## src/rtl/cp0_pkg.sv

```systemverilog
// Shared CP0 definitions: register numbers, exception codes and SR/Cause field positions.
package cp0_pkg;

    localparam logic [4:0] REG_SR    = 5'd12;
    localparam logic [4:0] REG_CAUSE = 5'd13;
    localparam logic [4:0] REG_EPC   = 5'd14;
    localparam logic [4:0] REG_PRID  = 5'd15;

    localparam logic [4:0] EXC_INT  = 5'd0;
    localparam logic [4:0] EXC_ADEL = 5'd4;
    localparam logic [4:0] EXC_ADES = 5'd5;
    localparam logic [4:0] EXC_RI   = 5'd10;
    localparam logic [4:0] EXC_OV   = 5'd12;

    localparam int SR_IE        = 0;
    localparam int SR_EXL       = 1;
    localparam int SR_IM_LO     = 10;
    localparam int SR_IM_HI     = 15;
    localparam int CAUSE_EXC_LO = 2;
    localparam int CAUSE_EXC_HI = 6;
    localparam int CAUSE_IP_LO  = 10;
    localparam int CAUSE_IP_HI  = 15;
    localparam int CAUSE_BD     = 31;

endpackage

```

## src/rtl/cp0_unit.sv

```systemverilog
// Coprocessor 0: SR/Cause/EPC/PRId with interrupt and exception entry at commit.
// IntReq is combinational; register updates are visible one cycle later; no backpressure.
module cp0_unit
    import cp0_pkg::*;
#(
    parameter logic [31:0] PRID_VALUE = 32'h2020_0731
) (
    input  logic        clk,
    input  logic        reset,
    input  logic [4:0]  A1,
    input  logic [4:0]  A2,
    input  logic [31:0] DIn,
    input  logic        WE,
    input  logic [31:0] PC,
    input  logic        BDIn,
    input  logic [4:0]  ExcCode,
    input  logic [5:0]  HWInt,
    input  logic        EXLClr,
    output logic        IntReq,
    output logic [31:0] EPCOut,
    output logic [31:0] DOut
);

    logic [5:0]  sr_im;
    logic        sr_exl;
    logic        sr_ie;
    logic        cause_bd;
    logic [5:0]  cause_ip;
    logic [4:0]  cause_exc;
    logic [31:0] epc;

    logic        int_pend;
    logic        exc_pend;
    logic [31:0] epc_next;
    logic [31:0] sr_word;
    logic [31:0] cause_word;

    assign int_pend = (|(HWInt & sr_im)) & sr_ie & ~sr_exl;
    assign exc_pend = (ExcCode != EXC_INT) & ~sr_exl;
    assign IntReq   = reset & (int_pend | exc_pend);

    // A delay-slot instruction restarts at its branch; wraps modulo 2^32.
    assign epc_next = (BDIn ? (PC - 32'd4) : PC) & ~32'd3;

    always_ff @(posedge clk) begin
        if (!reset) begin
            sr_im     <= '0;
            sr_exl    <= 1'b0;
            sr_ie     <= 1'b0;
            cause_bd  <= 1'b0;
            cause_ip  <= '0;
            cause_exc <= '0;
            epc       <= '0;
        end else begin
            cause_ip <= HWInt;
            if (IntReq) begin
                sr_exl    <= 1'b1;
                cause_exc <= int_pend ? EXC_INT : ExcCode;
                cause_bd  <= BDIn;
                epc       <= epc_next;
            end else begin
                if (WE) begin
                    case (A2)
                        REG_SR: begin
                            sr_im  <= DIn[SR_IM_HI:SR_IM_LO];
                            sr_exl <= DIn[SR_EXL];
                            sr_ie  <= DIn[SR_IE];
                        end
                        REG_CAUSE: begin
                            cause_bd  <= DIn[CAUSE_BD];
                            cause_exc <= DIn[CAUSE_EXC_HI:CAUSE_EXC_LO];
                        end
                        REG_EPC: epc <= DIn;
                        default: ;
                    endcase
                end
                // eret clearing EXL takes precedence over a concurrent SR write.
                if (EXLClr) begin
                    sr_exl <= 1'b0;
                end
            end
        end
    end

    always_comb begin
        sr_word                          = '0;
        sr_word[SR_IM_HI:SR_IM_LO]       = sr_im;
        sr_word[SR_EXL]                  = sr_exl;
        sr_word[SR_IE]                   = sr_ie;
        cause_word                       = '0;
        cause_word[CAUSE_BD]             = cause_bd;
        cause_word[CAUSE_IP_HI:CAUSE_IP_LO]   = cause_ip;
        cause_word[CAUSE_EXC_HI:CAUSE_EXC_LO] = cause_exc;
    end

    always_comb begin
        DOut = '0;
        case (A1)
            REG_SR:    DOut = sr_word;
            REG_CAUSE: DOut = cause_word;
            REG_EPC:   DOut = epc;
            REG_PRID:  DOut = PRID_VALUE;
            default:   DOut = '0;
        endcase
    end

    assign EPCOut = epc;

endmodule

```

## config.mk

```make
export PLATFORM = sky130hd
export DESIGN_NAME = cp0_unit
export DESIGN_NICKNAME = d
export VERILOG_FILES = /design/src/rtl/cp0_pkg.sv /design/src/rtl/cp0_unit.sv
export SDC_FILE = /design/constraint.sdc
export NUM_CORES = 1
export LEC_CHECK = 0
export CELL_PAD_IN_SITES_DETAIL_PLACEMENT = 1
export CELL_PAD_IN_SITES_GLOBAL_PLACEMENT = 1
export CORE_ASPECT_RATIO = 2
export CORE_UTILIZATION = 32
export DETAILED_ROUTE_END_ITERATION = 16
export PLACE_DENSITY = 0.93
export SLEW_MARGIN = 20
export SYNTH_ARGS = -nofsm -noshare
export SYNTH_HDL_FRONTEND = slang
export SYNTH_SLANG_ARGS = --single-unit
```

## constraint.sdc

```tcl
create_clock -name clk -period 4.51 [get_ports clk]
set_clock_uncertainty 0.2 [all_clocks]
set_input_delay 0.902 -clock clk [delete_from_list [all_inputs] [get_ports clk]]
set_output_delay 0.902 -clock clk [all_outputs]
set_load 0.05 [all_outputs]
```

==> report_table.html, run 1 <==
<table>
<tr><th>Metric</th><th>Value</th></tr>
<tr><th colspan="2">Global routing</th></tr>
<tr><td>Vias in the first global route</td><td>3,913</td></tr>
<tr><td>Global-route wire length before repair</td><td>19.4 mm</td></tr>
<tr><td>Gr usage total</td><td>23.6%</td></tr>
<tr><td>Congestion Overflow GR</td><td>0</td></tr>
<tr><td>Antenna violations before repair</td><td>1</td></tr>
<tr><td>Pin count of the biggest net entering global routing</td><td>55</td></tr>
<tr><th colspan="2">Clock tree</th></tr>
<tr><td>TritonCTS clock tree</td><td>done</td></tr>
<tr><td>Clock buffer count from CTS</td><td>5</td></tr>
<tr><td>Depth of the CTS H-tree</td><td>2</td></tr>
<tr><td>Worst-path clk slew</td><td>0.07 ns</td></tr>
<tr><td># Post-CTS Setup Buffers</td><td>0</td></tr>
<tr><td>Number of gates given a new drive strength after cts</td><td>0</td></tr>
<tr><td>Number of buffers between clock root and the deepest sink</td><td>2</td></tr>
<tr><td>Clock tree root driver cell</td><td>sky130_fd_sc_hd__clkbuf_16</td></tr>
<tr><td># hold bufs at CTS</td><td>0</td></tr>
<tr><td>Clock Latency Late Sink</td><td>0.30 ns</td></tr>
<tr><td>Number of sinks handled by clock tree synthesis</td><td>52</td></tr>
<tr><th colspan="2">Run status</th></tr>
<tr><td>Result of the run</td><td>finished clean</td></tr>
<tr><th colspan="2">Placement</th></tr>
<tr><td>Last weighted congestion value of the routability-driven placer</td><td>0.783</td></tr>
<tr><td>Pre-CTS setup slack</td><td>0.423 ns</td></tr>
<tr><td>Dpl cells</td><td>664</td></tr>
<tr><td>Post-detail-place hpwl</td><td>10.2 mm</td></tr>
<tr><td>Port Buf Inserts</td><td>152</td></tr>
<tr><th colspan="2">Synth</th></tr>
<tr><td>Synth Register Bits</td><td>52</td></tr>
<tr><td>Share of flip-flops with an asynchronous set or reset</td><td>0%</td></tr>
<tr><td>Post-Syn Area per Cell</td><td>8.48 um^2</td></tr>
<tr><td>Number of instances in the synthesized netlist</td><td>392</td></tr>
<tr><td>Net Count, Synth</td><td>483</td></tr>
<tr><td>Leading cell type by number of instances after synthesis</td><td>sky130_fd_sc_hd__nand2_1</td></tr>
<tr><td>Synth top cells by count</td><td>sky130_fd_sc_hd__nand2_1 (56), sky130_fd_sc_hd__mux2i_1 (53), sky130_fd_sc_hd__dfxtp_1 (52)</td></tr>
<tr><td>Synth unique cells</td><td>48</td></tr>
<tr><td>Number of synthesized flops with an enable pin</td><td>0</td></tr>
<tr><td>Cell accounting for the most synthesized area</td><td>sky130_fd_sc_hd__dfxtp_1</td></tr>
<tr><td>Sequential-to-total area share from yosys stat</td><td>31.3%</td></tr>
<tr><td>Leading register cell type out of synthesis</td><td>sky130_fd_sc_hd__dfxtp_1</td></tr>
<tr><td>Count of yosys warnings during synthesis</td><td>0</td></tr>
<tr><td>Ranking of synthesized cells by area</td><td>sky130_fd_sc_hd__dfxtp_1 (31%), sky130_fd_sc_hd__mux2i_1 (16%), sky130_fd_sc_hd__o211a_1 (8.1%), sky130_fd_sc_hd__nand2_1 (6.3%), sky130_fd_sc_hd__and2_1 (4.5%)</td></tr>
<tr><td>Post-synthesis cell area</td><td>3320 um^2</td></tr>
<tr><td>Yosys top cell area share</td><td>31.3%</td></tr>
<tr><th colspan="2">Timing</th></tr>
<tr><td>Upper clock frequency limit</td><td>246 MHz</td></tr>
<tr><td>Unrepaired setup endpoints after global routing</td><td>false</td></tr>
<tr><td>Total of endpoints with negative setup slack in the final report</td><td>0</td></tr>
<tr><td>Period utilisation layout</td><td>90.1%</td></tr>
<tr><td>Transition time at the pin with the least slew margin</td><td>0.651 ns</td></tr>
<tr><td>Rel. slew slack</td><td>56.4%</td></tr>
<tr><td>Setup_tns</td><td>0 ns</td></tr>
<tr><td>Final critical-path setup slack</td><td>0.448 ns</td></tr>
<tr><td>Final worst path period need</td><td>4.06 ns</td></tr>
<tr><td>Final Hold Vio Count</td><td>0</td></tr>
<tr><td>Max Slew Vio Count</td><td>0</td></tr>
<tr><th colspan="2">Floorplan</th></tr>
<tr><td>Placeable core region</td><td>10,100 um^2</td></tr>
<tr><td>Die Area</td><td>10,800 um^2</td></tr>
<tr><td>Initial standard-cell utilization of the core</td><td>33.0%</td></tr>
<tr><td>Die W</td><td>74.1 um</td></tr>
<tr><td>Number of cell rows</td><td>52</td></tr>
<tr><td>Die height</td><td>146 um</td></tr>
<tr><td>Top-level I/O count</td><td>155</td></tr>
<tr><th colspan="2">Worst setup path</th></tr>
<tr><td>Worst path slowest cell</td><td>sky130_fd_sc_hd__clkdlybuf4s50_1</td></tr>
<tr><td>Kind of launch point of the worst setup path</td><td>input port</td></tr>
<tr><td>Data arrival, critical path</td><td>2.96 ns</td></tr>
<tr><td>Cell seen most often among critical-path stages</td><td>sky130_fd_sc_hd__clkdlybuf4s50_1</td></tr>
<tr><td>Required time at the worst-slack endpoint</td><td>3.41 ns</td></tr>
<tr><td>Delay contributed by the slowest stage of the critical path</td><td>0.83 ns</td></tr>
<tr><td>Ordered list of cells on the worst path</td><td>clkdlybuf4s50_1 -&gt; nand3b_1 -&gt; inv_1 -&gt; nand2_1 -&gt; nor2_1 -&gt; clkdlybuf4s50_1</td></tr>
<tr><td>Maximum fanout count along the critical path</td><td>10</td></tr>
<tr><td>Critical path type</td><td>in -&gt; out</td></tr>
<tr><td>Critical Path End Type</td><td>output port</td></tr>
<tr><th colspan="2">Flow run</th></tr>
<tr><td>Max-capacitance violation count</td><td>0</td></tr>
<tr><th colspan="2">Hold path</th></tr>
<tr><td>Kind of path behind the tightest hold check</td><td>reg -&gt; reg</td></tr>
<tr><th colspan="2">Layout</th></tr>
<tr><td>Growth of design area from synthesis to finish</td><td>62.3%</td></tr>
<tr><td>Share of the core filled with cells</td><td>53.5%</td></tr>
<tr><td>Final instance count without filler cells</td><td>673</td></tr>
<tr><td>Fraction of layout instances using a drive strength above 1</td><td>11.2%</td></tr>
<tr><td>Area of all sequential standard cells</td><td>1040 um^2</td></tr>
<tr><td>Number of fill cells in the layout</td><td>1,138</td></tr>
<tr><td>Multi-input combinational cell area</td><td>2170 um^2</td></tr>
<tr><td>Layout net count</td><td>627</td></tr>
<tr><th colspan="2">Drt</th></tr>
<tr><td>DRT Pass-1 Iters</td><td>4</td></tr>
<tr><td># DRC</td><td>0</td></tr>
<tr><td>WL per Instance</td><td>18.9 um</td></tr>
<tr><td>Via-to-Cell Ratio</td><td>5.24</td></tr>
<tr><td>Post-detailed-route count of antenna-violating nets</td><td>0</td></tr>
<tr><td>Total routed wirelength</td><td>12.7 mm</td></tr>
<tr><td>Vias</td><td>3,527</td></tr>
<tr><td>Number of DRC markers in iteration 0</td><td>176</td></tr>
<tr><th colspan="2">Power and ir drop</th></tr>
<tr><td>Power per unit of standard cell area</td><td>258 nW/um^2</td></tr>
<tr><td>Leak Pwr</td><td>0.00219 uW</td></tr>
<tr><td>Peak ir drop on the vdd network</td><td>148 uV</td></tr>
</table>
[registers in the layout (all words and copies together) (netlist names)]
name       cells
cause_bd       1
sr_im          6
cause_exc      5
sr_ie          1
EPCOut        32
cause_ip       6
sr_exl         1
[cell usage in the layout (no fill, tap or decap), types with 2 or more instances in the layout]
master / n
sky130_fd_sc_hd__a22oi_1: 7
sky130_fd_sc_hd__buf_4: 18
sky130_fd_sc_hd__and2_1: 23
sky130_fd_sc_hd__nor2b_1: 5
sky130_fd_sc_hd__o21ai_0: 4
sky130_fd_sc_hd__xnor2_1: 9
sky130_fd_sc_hd__dfxtp_1: 52
sky130_fd_sc_hd__a211oi_1: 6
sky130_fd_sc_hd__nand4b_1: 2
sky130_fd_sc_hd__clkdlybuf4s50_1: 123
sky130_fd_sc_hd__nor4_1: 6
sky130_fd_sc_hd__buf_12: 23
sky130_fd_sc_hd__clkbuf_16: 5
sky130_fd_sc_hd__nand4_1: 3
sky130_fd_sc_hd__o211a_1: 27
sky130_fd_sc_hd__nor2_1: 35
sky130_fd_sc_hd__mux2i_1: 53
sky130_fd_sc_hd__o311a_1: 2
sky130_fd_sc_hd__nor3b_2: 2
sky130_fd_sc_hd__nor3_1: 13
sky130_fd_sc_hd__inv_1: 4
sky130_fd_sc_hd__nor4b_1: 3
sky130_fd_sc_hd__nand3_1: 3
sky130_fd_sc_hd__nand2_1: 56
sky130_fd_sc_hd__a21oi_1: 8
sky130_fd_sc_hd__xor2_1: 17
[worst paths after layout]
path,slack (ns),depth (start not counted),endpoint,startpoint
worst max-delay path,0.45,6,DOut[8],A1[4]
worst min-delay path,0.29,2,sr_im[1],sr_im[1]
worst min register to register,0.29,2,sr_im[1],sr_im[1]
worst max register to register,2.28,5,EPCOut[31],sr_im[1]
[critical path, delay by kind of cell]
kind	cells	cell delay, ns
buffers and inverters	3	1.38
AND/OR/NAND/NOR	3	0.68
[per-stage QoR]
| stage | total power, uW | instance area [um^2] | hold slack [ns] |
|---|---|---|---|
| 4_1_cts | 1400 | 5390 | 0.294 |
| 5_1_grt | 1440 | 5400 | 0.308 |
| 6_report | 1390 | 5400 | 0.289 |
| 2_1_floorplan | 750 | 3320 | 0.238 |
| 3_5_place_dp | 950 | 5220 | 0.279 |
| 3_3_place_gp | 935 | 5220 | 0.246 |
[final cells by class]
type / instances / area share (%)
antenna: 1 / 0.0464
clock buffer: 5 / 2.32
clock inverter: 3 / 0.858
inverter: 4 / 0.278
multi-input combinational: 308 / 40.1
sequential: 52 / 19.3
tap: 135 / 3.13
timing repair buffer: 165 / 33.9
[where the power goes]
part / switching, uW / leakage [uW] / internal [uW] / total (uW)
Clock: 186 / 0.0000804 / 264 / 450
Combinational: 234 / 0.00168 / 185 / 419
Sequential: 28.0 / 0.000431 / 494 / 522
[cells by family after synthesis]
family	share of synthesized area [%]
and+or+nand+nor	26.6
buffers and inverters	3.73
muxes	16.0
adders and majority gates	0.376
AOI/OAI and AO/OA	15.1
DFF	31.3
xor gates and xnor gates	6.85
[metal layers]
metal / GRT usage [%] / part of all wire, % / vias up
met2: 46.5 / 58 / 121
met4: 13.8 / 5.1 / 0
li1: - / - / 1671
met3: 2.90 / 4.0 / 38
met5: 0 / 0 / -
met1: 21.4 / 33 / 1697
No activity file was read; power rests on OpenSTA's default activity.
==> run 2, diff against run 1 <==
--- a/config.mk
+++ b/config.mk
@@ -10,7 +10,9 @@
 export CORE_ASPECT_RATIO = 2
 export CORE_UTILIZATION = 32
 export DETAILED_ROUTE_END_ITERATION = 16
+export GPL_ROUTABILITY_DRIVEN = 0
 export PLACE_DENSITY = 0.93
+export REMOVE_ABC_BUFFERS = 1
 export SLEW_MARGIN = 20
 export SYNTH_ARGS = -nofsm -noshare
 export SYNTH_HDL_FRONTEND = slang
==> run 2 against run 1 <==
  * First-iteration DRC count is 24% lower
  * Utilization decreased by 0.17 points
  * Fmax up 2.7%
  * Register-to-register slack worse by 0.24 ns
  * Critical endpoint is now DOut[12]
  * Largest cell class unchanged
  * Highest routed layer unchanged
==> report_table.html, run 2 (synthesis results as in run 1) <==
<table>
<tr><th>Metric</th><th>Value</th></tr>
<tr><th colspan="2">Clock tree</th></tr>
<tr><td>Number of gates given a new drive strength after cts</td><td>0</td></tr>
<tr><td># Post-CTS Setup Buffers</td><td>0</td></tr>
<tr><td>Clock Latency Late Sink</td><td>0.30 ns</td></tr>
<tr><td># hold bufs at CTS</td><td>0</td></tr>
<tr><td>Number of sinks handled by clock tree synthesis</td><td>52</td></tr>
<tr><td>Worst-path clk slew</td><td>0.07 ns</td></tr>
<tr><td>TritonCTS clock tree</td><td>done</td></tr>
<tr><td>Depth of the CTS H-tree</td><td>2</td></tr>
<tr><td>Clock buffer count from CTS</td><td>5</td></tr>
<tr><td>Number of buffers between clock root and the deepest sink</td><td>2</td></tr>
<tr><td>Clock tree root driver cell</td><td>sky130_fd_sc_hd__clkbuf_16</td></tr>
<tr><th colspan="2">Floorplan</th></tr>
<tr><td>Placeable core region</td><td>10,100 um^2</td></tr>
<tr><td>Die W</td><td>74.1 um</td></tr>
<tr><td>Initial standard-cell utilization of the core</td><td>33.0%</td></tr>
<tr><td>Die height</td><td>146 um</td></tr>
<tr><td>Die Area</td><td>10,800 um^2</td></tr>
<tr><td>Top-level I/O count</td><td>155</td></tr>
<tr><td>Number of cell rows</td><td>52</td></tr>
<tr><th colspan="2">Hold path</th></tr>
<tr><td>Kind of path behind the tightest hold check</td><td>reg -&gt; reg</td></tr>
<tr><td>Hold Path Sink</td><td>sr_im[5]</td></tr>
<tr><td>Launch point of the worst hold path</td><td>sr_im[5]</td></tr>
<tr><td>Hold-critical path depth</td><td>2</td></tr>
<tr><th colspan="2">Worst setup path</th></tr>
<tr><td>R2R Path Start</td><td>sr_im[1]</td></tr>
<tr><td>Slack of the worst reg-to-reg path</td><td>2.04 ns</td></tr>
<tr><td>Required time at the worst-slack endpoint</td><td>3.41 ns</td></tr>
<tr><td>Capture point of the worst reg-to-reg path</td><td>sr_ie</td></tr>
<tr><td>Critical Path End Type</td><td>output port</td></tr>
<tr><td>R2R cell count</td><td>5</td></tr>
<tr><td>Kind of launch point of the worst setup path</td><td>input port</td></tr>
<tr><td>Critical path type</td><td>in -&gt; out</td></tr>
<tr><td>Maximum fanout count along the critical path</td><td>9</td></tr>
<tr><td>Data arrival, critical path</td><td>2.85 ns</td></tr>
<tr><th colspan="2">Power and ir drop</th></tr>
<tr><td>Total net switching power</td><td>442 uW</td></tr>
<tr><td>Clk pwr share</td><td>29.6%</td></tr>
<tr><td>Sw Ratio</td><td>32.9%</td></tr>
<tr><td>Peak ir drop on the vdd network</td><td>145 uV</td></tr>
<tr><td>Leak Pwr</td><td>0.00220 uW</td></tr>
<tr><td>Power per unit of standard cell area</td><td>249 nW/um^2</td></tr>
<tr><td>Logic pwr share</td><td>31.6%</td></tr>
<tr><td>Internal Dissipation</td><td>899 uW</td></tr>
<tr><td>Part of the total power dissipated in sequential elements</td><td>38.8%</td></tr>
<tr><th colspan="2">Timing</th></tr>
<tr><td>Upper clock frequency limit</td><td>253 MHz</td></tr>
<tr><td>Setup_tns</td><td>0 ns</td></tr>
<tr><td>Unrepaired setup endpoints after global routing</td><td>false</td></tr>
<tr><td>Final Hold Vio Count</td><td>0</td></tr>
<tr><td>Max Slew Vio Count</td><td>0</td></tr>
<tr><td>Total of endpoints with negative setup slack in the final report</td><td>0</td></tr>
<tr><td>Final critical-path setup slack</td><td>0.553 ns</td></tr>
<tr><td>Period utilisation layout</td><td>87.7%</td></tr>
<tr><td>Rel. slew slack</td><td>54.0%</td></tr>
<tr><td>Transition time at the pin with the least slew margin</td><td>0.687 ns</td></tr>
<tr><td>Final worst path period need</td><td>3.96 ns</td></tr>
<tr><th colspan="2">Drt</th></tr>
<tr><td>Post-detailed-route count of antenna-violating nets</td><td>0</td></tr>
<tr><td>Total routed wirelength</td><td>13.1 mm</td></tr>
<tr><td>WL per Instance</td><td>19.4 um</td></tr>
<tr><td>Via-to-Cell Ratio</td><td>5.23</td></tr>
<tr><td># DRC</td><td>0</td></tr>
<tr><td>Number of DRC markers in iteration 0</td><td>133</td></tr>
<tr><td>DRT Pass-1 Iters</td><td>4</td></tr>
<tr><td>Vias</td><td>3,522</td></tr>
<tr><th colspan="2">Layout</th></tr>
<tr><td>Final instance count without filler cells</td><td>674</td></tr>
<tr><td>Layout net count</td><td>629</td></tr>
<tr><td>Leading cell types in the layout, fill and taps excluded</td><td>sky130_fd_sc_hd__clkdlybuf4s50_1 (120), sky130_fd_sc_hd__nand2_1 (56), sky130_fd_sc_hd__mux2i_1 (53), sky130_fd_sc_hd__dfxtp_1 (52), sky130_fd_sc_hd__nor2_1 (35)</td></tr>
<tr><td>Most common library cell in the layout ignoring fill and taps</td><td>sky130_fd_sc_hd__clkdlybuf4s50_1</td></tr>
<tr><td>Antenna fix cells</td><td>0</td></tr>
<tr><td>Total non-filler cell area in the finished layout</td><td>5380 um^2</td></tr>
<tr><td>Growth of design area from synthesis to finish</td><td>61.8%</td></tr>
<tr><td>Fraction of layout instances using a drive strength above 1</td><td>12.1%</td></tr>
<tr><td>Share of the core filled with cells</td><td>53.3%</td></tr>
<tr><td>Number of flip-flops under the largest register name</td><td>32</td></tr>
<tr><td>Number of fill cells in the layout</td><td>1,172</td></tr>
<tr><th colspan="2">Global routing</th></tr>
<tr><td>Vias in the first global route</td><td>4,014</td></tr>
<tr><td>Gr usage total</td><td>25.2%</td></tr>
<tr><td>Congestion Overflow GR</td><td>0</td></tr>
<tr><td>Global-route wire length before repair</td><td>20.7 mm</td></tr>
<tr><td>Pin count of the biggest net entering global routing</td><td>55</td></tr>
<tr><td>Antenna violations before repair</td><td>0</td></tr>
<tr><th colspan="2">Flow run</th></tr>
<tr><td>Max-capacitance violation count</td><td>0</td></tr>
<tr><th colspan="2">Placement</th></tr>
<tr><td>Dpl cells</td><td>666</td></tr>
<tr><td>Total cell area at the placement stage</td><td>5230 um^2</td></tr>
<tr><td>Pre-CTS setup slack</td><td>0.580 ns</td></tr>
<tr><td>Port Buf Inserts</td><td>152</td></tr>
<tr><td>Post-detail-place hpwl</td><td>10.4 mm</td></tr>
<tr><th colspan="2">Run status</th></tr>
<tr><td>Result of the run</td><td>finished clean</td></tr>
</table>
run 2: how the worst max path moves through the flow:
stage                             to   from  depth (start not counted)  slack [ns]
after floorplan           EPCOut[29]  A2[4]                          5       -1.00
after global placement      DOut[12]  A1[0]                          6        0.61
after detailed placement     DOut[4]  A1[0]                          4        0.58
after CTS                   DOut[12]  A1[0]                          6        0.59
after global routing        DOut[19]  A1[1]                          6        0.51
final                       DOut[12]  A1[0]                          6        0.55
run 2: power groups by stage:
stage | sequential [uW] | combinational (uW) | clock (uW)
after floorplan | 611 | 127 | 0
after global placement | 528 | 409 | 0
after detailed placement | 531 | 423 | 0
after CTS | 521 | 426 | 411
after global routing | 525 | 449 | 421
final | 521 | 423 | 397
run 2: layout make-up:
cell class,instances,area [um^2],area share [%]
repair buffers,167,1840,34.2
flip-flops and latches,52,1040,19.4
clock inverters,2,10.0,0.186
well taps,135,169,3.14
inverters,4,15.0,0.279
multi-input cells,308,2170,40.3
clock buffers,6,139,2.58
run 2: stage by stage:
step,total power (uW),hold WS (ns)
5_1_grt,1400,0.319
6_report,1340,0.292
3_5_place_dp,954,0.281
2_1_floorplan,738,0.238
3_3_place_gp,937,0.246
4_1_cts,1360,0.290
run 2: per-layer routing:
layer	wire (um)	vias to the layer above	GRT usage [%]
met1	4480	1691	24.7
met3	518	31	3.38
met2	7530	124	48.7
met5	0	-	0
met4	518	0	11.7
li1	-	1676	-
run 2: worst max-delay path, cell delays in order:
cell                              delay [ns]
sky130_fd_sc_hd__clkdlybuf4s50_1        0.72
sky130_fd_sc_hd__nor2b_1                0.45
sky130_fd_sc_hd__buf_4                  0.24
sky130_fd_sc_hd__a21oi_1                0.07
sky130_fd_sc_hd__nor2_1                 0.28
sky130_fd_sc_hd__buf_12                 0.19
